### src/rtl/spi_cnt_pkg.sv
// Shared types and constants for the SPI bit/word/frame counter.
// Holds the FSM state type, a constant clog2 and default geometry values.
package spi_cnt_pkg;

  typedef enum logic {
    IDLE   = 1'b0,
    ACTIVE = 1'b1
  } spi_cnt_state_e;

  localparam int SPI_BIT_W_DEF     = 8;
  localparam int SPI_MAX_WORDS_DEF = 16;

  // Bits needed to hold 0..value-1; value 1 still yields 1 bit so widths never collapse.
  function automatic int clog2(input int value);
    int result;
    result = 1;
    for (int i = 1; i < 32; i++) begin
      if ((1 << i) < value) result = i + 1;
    end
    return result;
  endfunction

endpackage

### src/rtl/spi_frame_counter_if.sv
// Control and status bundle between the SPI shift FSM (master) and the frame counter (slave).
// The ovf status line exists only when SPI_FRAME_CNT_OVF_EN is defined.
interface spi_frame_counter_if
  import spi_cnt_pkg::*;
#(
  parameter int BIT_W     = SPI_BIT_W_DEF,
  parameter int MAX_WORDS = SPI_MAX_WORDS_DEF
);
  localparam int BCNT_W = clog2(BIT_W);
  localparam int WCNT_W = clog2(MAX_WORDS);

  logic              init;
  logic              start;
  logic              cont;
  logic [WCNT_W-1:0] frame_len_m1;
  logic              bit_tick;
  logic [BCNT_W-1:0] bit_cnt;
  logic [WCNT_W-1:0] word_cnt;
  logic              busy;
  logic              last_word;
  logic              word_done;
  logic              frame_done;
`ifdef SPI_FRAME_CNT_OVF_EN
  logic              ovf;
`endif

  modport master (
    output init, start, cont, frame_len_m1, bit_tick,
`ifdef SPI_FRAME_CNT_OVF_EN
    input  ovf,
`endif
    input  bit_cnt, word_cnt, busy, last_word, word_done, frame_done
  );

  modport slave (
    input  init, start, cont, frame_len_m1, bit_tick,
`ifdef SPI_FRAME_CNT_OVF_EN
    output ovf,
`endif
    output bit_cnt, word_cnt, busy, last_word, word_done, frame_done
  );

endinterface

### src/rtl/spi_bit_counter.sv
// Modulo-BIT_W bit counter with enable and synchronous clear.
// wrap is high in the cycle an enabled count steps from BIT_W-1 back to 0.
module spi_bit_counter
  import spi_cnt_pkg::*;
#(
  parameter  int BIT_W = SPI_BIT_W_DEF,
  localparam int CNT_W = clog2(BIT_W)
) (
  input  logic             clk,
  input  logic             rst_n,
  input  logic             clr,
  input  logic             en,
  output logic [CNT_W-1:0] count,
  output logic             wrap
);

  localparam logic [CNT_W-1:0] LAST = CNT_W'(BIT_W - 1);

  assign wrap = en && (count == LAST);

  always_ff @(posedge clk or negedge rst_n) begin
    if (!rst_n) begin
      count <= '0;
    end else if (clr) begin
      count <= '0;
    end else if (en) begin
      count <= wrap ? '0 : count + 1'b1;
    end
  end

endmodule

### src/rtl/spi_frame_counter.sv
// SPI bit/word/frame counter with registered word/frame strobes, one-shot or continuous.
// Optional sticky ovf flag for ignored tick/start events under SPI_FRAME_CNT_OVF_EN.
module spi_frame_counter
  import spi_cnt_pkg::*;
#(
  parameter int BIT_W     = SPI_BIT_W_DEF,
  parameter int MAX_WORDS = SPI_MAX_WORDS_DEF
) (
  input  logic                 clk,
  input  logic                 rst_n,
  spi_frame_counter_if.slave   bus
);

  localparam int BCNT_W = clog2(BIT_W);
  localparam int WCNT_W = clog2(MAX_WORDS);

  spi_cnt_state_e    state_q, state_d;
  logic [WCNT_W-1:0] word_cnt_q;
  logic [WCNT_W-1:0] len_q;
  logic              cont_q;
  logic              word_done_q;
  logic              frame_done_q;

  logic              is_idle;
  logic              is_active;
  logic              take_start;
  logic              tick_en;
  logic              word_end;
  logic              frame_end;
  logic [BCNT_W-1:0] bit_cnt;

  assign is_idle    = (state_q == IDLE);
  assign is_active  = (state_q == ACTIVE);
  assign take_start = is_idle && bus.start && !bus.init;
  assign tick_en    = is_active && bus.bit_tick && !bus.init;
  assign frame_end  = word_end && (word_cnt_q == len_q);

  spi_bit_counter #(
    .BIT_W (BIT_W)
  ) u_bit_counter (
    .clk   (clk),
    .rst_n (rst_n),
    .clr   (bus.init || take_start),
    .en    (tick_en),
    .count (bit_cnt),
    .wrap  (word_end)
  );

  always_ff @(posedge clk or negedge rst_n) begin
    if (!rst_n) begin
      state_q <= IDLE;
    end else begin
      state_q <= state_d;
    end
  end

  always_comb begin
    state_d = state_q;
    if (bus.init) begin
      state_d = IDLE;
    end else begin
      unique case (state_q)
        IDLE:    if (bus.start) state_d = ACTIVE;
        ACTIVE:  if (frame_end && !cont_q) state_d = IDLE;
        default: state_d = IDLE;
      endcase
    end
  end

  // A continuous frame end re-samples length and mode so the next frame can differ.
  always_ff @(posedge clk or negedge rst_n) begin
    if (!rst_n) begin
      word_cnt_q <= '0;
      len_q      <= '0;
      cont_q     <= 1'b0;
    end else if (bus.init) begin
      word_cnt_q <= '0;
    end else if (take_start) begin
      word_cnt_q <= '0;
      len_q      <= bus.frame_len_m1;
      cont_q     <= bus.cont;
    end else if (frame_end) begin
      word_cnt_q <= '0;
      if (cont_q) begin
        len_q  <= bus.frame_len_m1;
        cont_q <= bus.cont;
      end
    end else if (word_end) begin
      word_cnt_q <= word_cnt_q + 1'b1;
    end
  end

  always_ff @(posedge clk or negedge rst_n) begin
    if (!rst_n) begin
      word_done_q  <= 1'b0;
      frame_done_q <= 1'b0;
    end else begin
      word_done_q  <= word_end;
      frame_done_q <= frame_end;
    end
  end

`ifdef SPI_FRAME_CNT_OVF_EN
  logic ovf_q;

  always_ff @(posedge clk or negedge rst_n) begin
    if (!rst_n) begin
      ovf_q <= 1'b0;
    end else if (bus.init) begin
      ovf_q <= 1'b0;
    end else if ((is_idle && bus.bit_tick) || (is_active && bus.start)) begin
      ovf_q <= 1'b1;
    end
  end

  assign bus.ovf = ovf_q;
`endif

  assign bus.bit_cnt    = bit_cnt;
  assign bus.word_cnt   = word_cnt_q;
  assign bus.busy       = is_active;
  assign bus.last_word  = is_active && (word_cnt_q == len_q);
  assign bus.word_done  = word_done_q;
  assign bus.frame_done = frame_done_q;

endmodule
### src/flat_wrapper.sv
// flat-port wrapper written by rule: the top's interface ports become plain ports
module spi_frame_counter_flat import spi_cnt_pkg::*;
#(
  parameter int BIT_W     = SPI_BIT_W_DEF,
  parameter int MAX_WORDS = SPI_MAX_WORDS_DEF
)
  (clk, rst_n, bus_init, bus_start, bus_cont, bus_frame_len_m1, bus_bit_tick, bus_bit_cnt, bus_word_cnt, bus_busy, bus_last_word, bus_word_done, bus_frame_done);
  spi_frame_counter_if #(.BIT_W(BIT_W), .MAX_WORDS(MAX_WORDS)) bus_i ();
  input  logic clk;
  input  logic rst_n;
  input wire logic [$bits(bus_i.init)-1:0] bus_init;
  input wire logic [$bits(bus_i.start)-1:0] bus_start;
  input wire logic [$bits(bus_i.cont)-1:0] bus_cont;
  input wire logic [$bits(bus_i.frame_len_m1)-1:0] bus_frame_len_m1;
  input wire logic [$bits(bus_i.bit_tick)-1:0] bus_bit_tick;
  output wire logic [$bits(bus_i.bit_cnt)-1:0] bus_bit_cnt;
  output wire logic [$bits(bus_i.word_cnt)-1:0] bus_word_cnt;
  output wire logic [$bits(bus_i.busy)-1:0] bus_busy;
  output wire logic [$bits(bus_i.last_word)-1:0] bus_last_word;
  output wire logic [$bits(bus_i.word_done)-1:0] bus_word_done;
  output wire logic [$bits(bus_i.frame_done)-1:0] bus_frame_done;
  assign bus_i.init = bus_init;
  assign bus_i.start = bus_start;
  assign bus_i.cont = bus_cont;
  assign bus_i.frame_len_m1 = bus_frame_len_m1;
  assign bus_i.bit_tick = bus_bit_tick;
  assign bus_bit_cnt = bus_i.bit_cnt;
  assign bus_word_cnt = bus_i.word_cnt;
  assign bus_busy = bus_i.busy;
  assign bus_last_word = bus_i.last_word;
  assign bus_word_done = bus_i.word_done;
  assign bus_frame_done = bus_i.frame_done;
  spi_frame_counter #(.BIT_W(BIT_W), .MAX_WORDS(MAX_WORDS)) u_core (.clk(clk), .rst_n(rst_n), .bus(bus_i));
endmodule
### config.mk
export PLATFORM = sky130hd
export DESIGN_NAME = spi_frame_counter_flat
export DESIGN_NICKNAME = d
export VERILOG_FILES = /design/src/rtl/spi_cnt_pkg.sv /design/src/rtl/spi_frame_counter_if.sv /design/src/rtl/spi_bit_counter.sv /design/src/rtl/spi_frame_counter.sv /design/src/flat_wrapper.sv
export SDC_FILE = /design/constraint.sdc
export NUM_CORES = 1
export LEC_CHECK = 0
export ABC_AREA = 1
export CAP_MARGIN = 0
export CORE_ASPECT_RATIO = 0.6
export CORE_MARGIN = 10
export CORE_UTILIZATION = 41
export DETAILED_ROUTE_END_ITERATION = 7
export HOLD_SLACK_MARGIN = 0.06
export MAX_ROUTING_LAYER = met4
export SLEW_MARGIN = 0
export SYNTH_ARGS = -nofsm -noshare
export SYNTH_HDL_FRONTEND = slang
export SYNTH_SLANG_ARGS = --single-unit
### constraint.sdc
create_clock -name clk -period 4.3 [get_ports clk]
set_input_delay 0.645 -clock clk [delete_from_list [all_inputs] [get_ports clk]]
set_output_delay 0.645 -clock clk [all_outputs]
set_load 0.1 [all_outputs]
==> metrics.sh <==
STATUS='finished clean'
WORST_SETUP_PATH_END_KIND='output port'
DESIGN.FINAL.NETS=1006
START_KIND='register'
YS_SEQ_ELEMENTS=100
POST_CTS_RESIZE_COUNT=0
FIN_SETUP_TNS_NS=0
CRIT_FANOUT=6
SYN-CELL-AREA_SQ_MM=0.00616
AVGSYNTHCELLAREA_SQ_UM=7.08
POST_SYNTH_XOR_AREA_FRACTION_PCT=6.83
FINAL_AREA_SQ_MM=0.00758
SLEW_LIMIT_FAILS=0
ANTENNA_FOUND_INITIAL=0
SYNTH_AREA_LEADERS='sky130_fd_sc_hd__dfrtp_1 41%, sky130_fd_sc_hd__nand2_1 17%, sky130_fd_sc_hd__nor2_1 8.8%'
CLASS_OF_THE_MOST_CRITICAL_HOLD_TIMING_PATH='in -> async'
CRIT_PATH_CELL_TRACE='xnor2_1 > nand2_1 > nor2_1 > nand2_1 > nor2_2 > nand2_1 > nor2_1 > buf_4'
MAIN_COMBINATIONAL_CELL_FAMILY_BY_AREA_AFTER_SYNTHESIS='simple AND/OR/NAND/NOR gates'
SEQ_AREA_FRAC_SYNTH_PCT=40.6
FMAX_MHz=335
SETUP_REPAIR_AFTER_GLOBAL_ROUTING_MISSED_ITS_MARGIN='false'
SYNTH_TOP_CELLS_BY_COUNT='283 x sky130_fd_sc_hd__nand2_1, 144 x sky130_fd_sc_hd__nor2_1, 100 x sky130_fd_sc_hd__dfrtp_1'
HTREEDEPTH=3
REGTOREGSETUPSLACK_NS=1.76
MAX_SLEW_MARGIN_PCT=31.3
AREA_ENCLOSED_BY_THE_DIE_BOUNDARY_SQ_MM=0.0205
CORE_AREA_SQ_MM=0.0146
CRITICAL_PATH_ORIGIN='u_core.bus.word_cnt[13]$_DFFE_PN0P_'
VIAS=5908
CLKLATENCYLATEPIN_NS=0.35
DETAIL_ROUTE.WL_PER_CELL_MICRONS=17.1
ROUTE.FINAL.WIRE_LENGTH_MICRONS=20000
REG2REG_TO='u_core.len_q[27]$_DFFE_PN0P_'
CRITPATHMAXSTAGEDELAY_NS=0.61
FILLERINSTANCES=1461
VDD_DROP_MAX_V=0.000193
CLK_PIN_SLEW_NS=0.07
ANTENNA-DIODE-COUNT=0
SYNTHCELLS=870
FINAL_SETUP_VIOLS=0
FINAL_ANTENNA_NET_COUNT=0
SLOWEST_STAGE='sky130_fd_sc_hd__dfrtp_1'
CTS.SINK_COUNT=100
CTS_HOLD_BUF=0
DIEHEIGHT_MICRONS=115
POST_SYNTH_AND_OR_NAND_NOR_AREA_FRACTION_PCT=41.3
GRTUSAGETOTAL_PCT=20.2
CHIPWIDTH_MICRONS=178
CP.ARRIVAL_NS=2.34
NUMBER_OF_WARNINGS_PRINTED_DURING_YOSYS_SYNTHESIS=0
CTS_TREE='built'
CLOCK_PATH_BUFFERS=2
GRT_MAX_DEGREE=79
CLOCK-SKEW-FINAL_NS=0.00768
POWER.DENSITY_mW_PER_MM2=315
SYNTH.AREA.MUX_SHARE_PCT=0.163
YOSYSUNIQUECELLTYPES=39
DETAILED_PLACE_HPWL_MICRONS=15500
WORSTPATHBUFFERINVERTERCOUNT=1
INITIAL_STANDARD_CELL_UTILIZATION_OF_THE_CORE_PCT=42.2
CTS_MADE_BUFFERS=9
FINAL_MIN_PERIOD_OVER_CLOCK_PERIOD_PCT=69.4
SYNTH_COMPOUND_GATE_AREA_SHARE_PCT=2.82
ASYNC_RESET_FF_SHARE_PCT=100
DETAILEDROUTE.FIRSTITERATIONVIOLATIONS=607
NUMBER_OF_REMAINING_DRC_ERRORS=0
CP.DEPTH=8
CLOCK-ROOT-BUFFER='sky130_fd_sc_hd__clkbuf_16'
SYNTH_MOST_COMMON_CELL='sky130_fd_sc_hd__nand2_1'
GRT_PASS1_VIAS=5373
UTILIZATION_PCT=52.0
PLACEMENTROWS=34
BUFFER_PORTS.INSERTED=105
GRT_PASS1_WL_MICRONS=31200
SYNTH-MAIN-FF-CELL='sky130_fd_sc_hd__dfrtp_1'
TIMING.CRITICAL_PATH.REQUIRED_NS=3.65
GLOBALROUTE.TOTALOVERFLOW=0
POST_DP_CELL_AREA_SQ_MM=0.00732
WORST_PATH_DOMINANT_CELL_FAMILY='simple AND/OR/NAND/NOR gates'
MAX_SLEW.WORST_PIN.SLEW_NS=1.03
REG2REGPATHDEPTH=10
SYNTH_TOP_AREA_CELL='sky130_fd_sc_hd__dfrtp_1'
DRV_CAP=0
YOSYS.AREA.TOP_TYPE_SHARE_PCT=40.6
SYN_TO_FINAL_GROWTH_PCT=23.2
FINAL_LAYOUT_SIZE_SUFFIX_GT1_SHARE_PCT=4.74
FINAL_PERIOD_MINUS_WORST_SETUP_SLACK_NS=2.98
CRIT_END='bus_last_word'
DRTPASS1ITERATIONS=5
WORST-SETUP-PATH-TYPE='reg -> out'
REG2REG_FROM='u_core.bus.word_cnt[13]$_DFFE_PN0P_'
SYNTH.NET_COUNT=910
POST_SYNTH_FA_HA_MAJ_AREA_FRACTION_PCT=0.406
FINAL_HOLD_VIOL_COUNT=0
POST_CTS.REPAIR.SETUP_BUFFERS=0
EDFF_COUNT_SYNTH=0
ROUTABILITY_CONGESTION_ESTIMATE_FROM_GLOBAL_PLACEMENT=0.994
DESIGN_POWER_TOTAL_mW=2.39
PIN_COUNT=106
POWER.STATIC_LEAKAGE_nW=3.27
CRIT_PATH_FREQUENT_CELL='sky130_fd_sc_hd__nand2_1'
ROUTE.DETAILED.VIAS_PER_INST=5.06
-- routing by layer --
layer  track usage, %  part of all wire (%)  routed length [microns]  vias to the layer above
met5                -                     0                        0                        -
met4             2.96                  0.68                      136                        0
met3             4.19                   8.7                     1740                       12
met2             22.8                    35                     6920                      224
met1             33.9                    56                    11200                     2739
li1                 -                     -                        -                     2933
-- through the flow --
| stage | instances | hold slack [ns] | setup slack [ns] |
|---|---|---|---|
| finish | 1168 | 0.439 | 1.32 |
| global placement | 1153 | 0.475 | 1.48 |
| global route | 1168 | 0.513 | 1.17 |
| CTS | 1168 | 0.498 | 1.33 |
| floorplan | 870 | 0.349 | 0.637 |
| detailed placement | 1153 | 0.480 | 1.43 |
-- power breakdown --
| group | leakage [nW] | internal (mW) | switching [mW] |
|---|---|---|---|
| registers | 1.35 | 1.05 | 0.0903 |
| clock network | 0.129 | 0.393 | 0.372 |
| logic | 1.79 | 0.178 | 0.307 |
| total | 3.27 | 1.62 | 0.769 |
-- area by class of cell --
| class | instances | area, sq um | share of cell area [%] |
|---|---|---|---|
| multi-input combinational | 660 | 3170 | 41.8 |
| sequential | 100 | 2500 | 33.0 |
| timing repair buffer | 107 | 1060 | 14.0 |
| inverter | 88 | 333 | 4.39 |
| tap | 198 | 248 | 3.27 |
| clock buffer | 10 | 229 | 3.02 |
| clock inverter | 5 | 38.8 | 0.511 |
-- how the worst min path moves through the flow --
| stage | depth (start not counted) | slack [ns] | startpoint | to |
|---|---|---|---|---|
| 2_1_floorplan | 0 | 0.35 | rst_n | u_core.bus.busy$_DFF_PN0_ |
| 3_3_place_gp | 2 | 0.48 | u_core.len_q[23]$_DFFE_PN0P_ | u_core.len_q[23]$_DFFE_PN0P_ |
| 3_5_place_dp | 2 | 0.48 | u_core.len_q[28]$_DFFE_PN0P_ | u_core.len_q[28]$_DFFE_PN0P_ |
| 4_1_cts | 2 | 0.50 | u_core.len_q[28]$_DFFE_PN0P_ | u_core.len_q[28]$_DFFE_PN0P_ |
| 5_1_grt | 2 | 0.51 | u_core.len_q[22]$_DFFE_PN0P_ | u_core.len_q[22]$_DFFE_PN0P_ |
| 6_report | 1 | 0.44 | rst_n | u_core.u_bit_counter.count[15]$_DFFE_PN0P_ |
-- cells by family (layout without fill, tap and decap cells) --
logic type,Yosys count,in the layout
AO/OA/AOI/OAI,32,32
XOR/XNOR,48,48
adder cells (fa/ha/maj),2,2
buffers and inverters,110,210
flip-flops,100,100
multiplexers,1,1
AND/OR/NAND/NOR,577,577
-- layout by cell type, fill, tap and decap left out, types with 3 or more instances in the layout --
cell type and instances:
sky130_fd_sc_hd__nand2_1 283, sky130_fd_sc_hd__nor2_1 144, sky130_fd_sc_hd__clkdlybuf4s50_1 103, sky130_fd_sc_hd__dfrtp_1 100
sky130_fd_sc_hd__inv_1 83, sky130_fd_sc_hd__nand3_1 66, sky130_fd_sc_hd__nor3_1 31, sky130_fd_sc_hd__xor2_1 25
sky130_fd_sc_hd__xnor2_1 23, sky130_fd_sc_hd__nand4_1 21, sky130_fd_sc_hd__a21oi_1 15, sky130_fd_sc_hd__clkbuf_16 9
sky130_fd_sc_hd__o21ai_0 8, sky130_fd_sc_hd__o22ai_1 6, sky130_fd_sc_hd__nor2_2 5, sky130_fd_sc_hd__nand2_4 5
sky130_fd_sc_hd__nor3_2 4, sky130_fd_sc_hd__buf_4 4, sky130_fd_sc_hd__nor2_4 3, sky130_fd_sc_hd__inv_2 3
sky130_fd_sc_hd__nor4_1 3
-- flip-flops by register name, indices dropped and copies added (netlist names) --
signal                      count
u_core.bus.word_cnt            32
u_core.len_q                   32
u_core.u_bit_counter.count     32
u_core.bus.busy                 1
u_core.bus.frame_done           1
u_core.bus.word_done            1
u_core.cont_q                   1
Note: power is estimated with default switching activity, not from simulation.
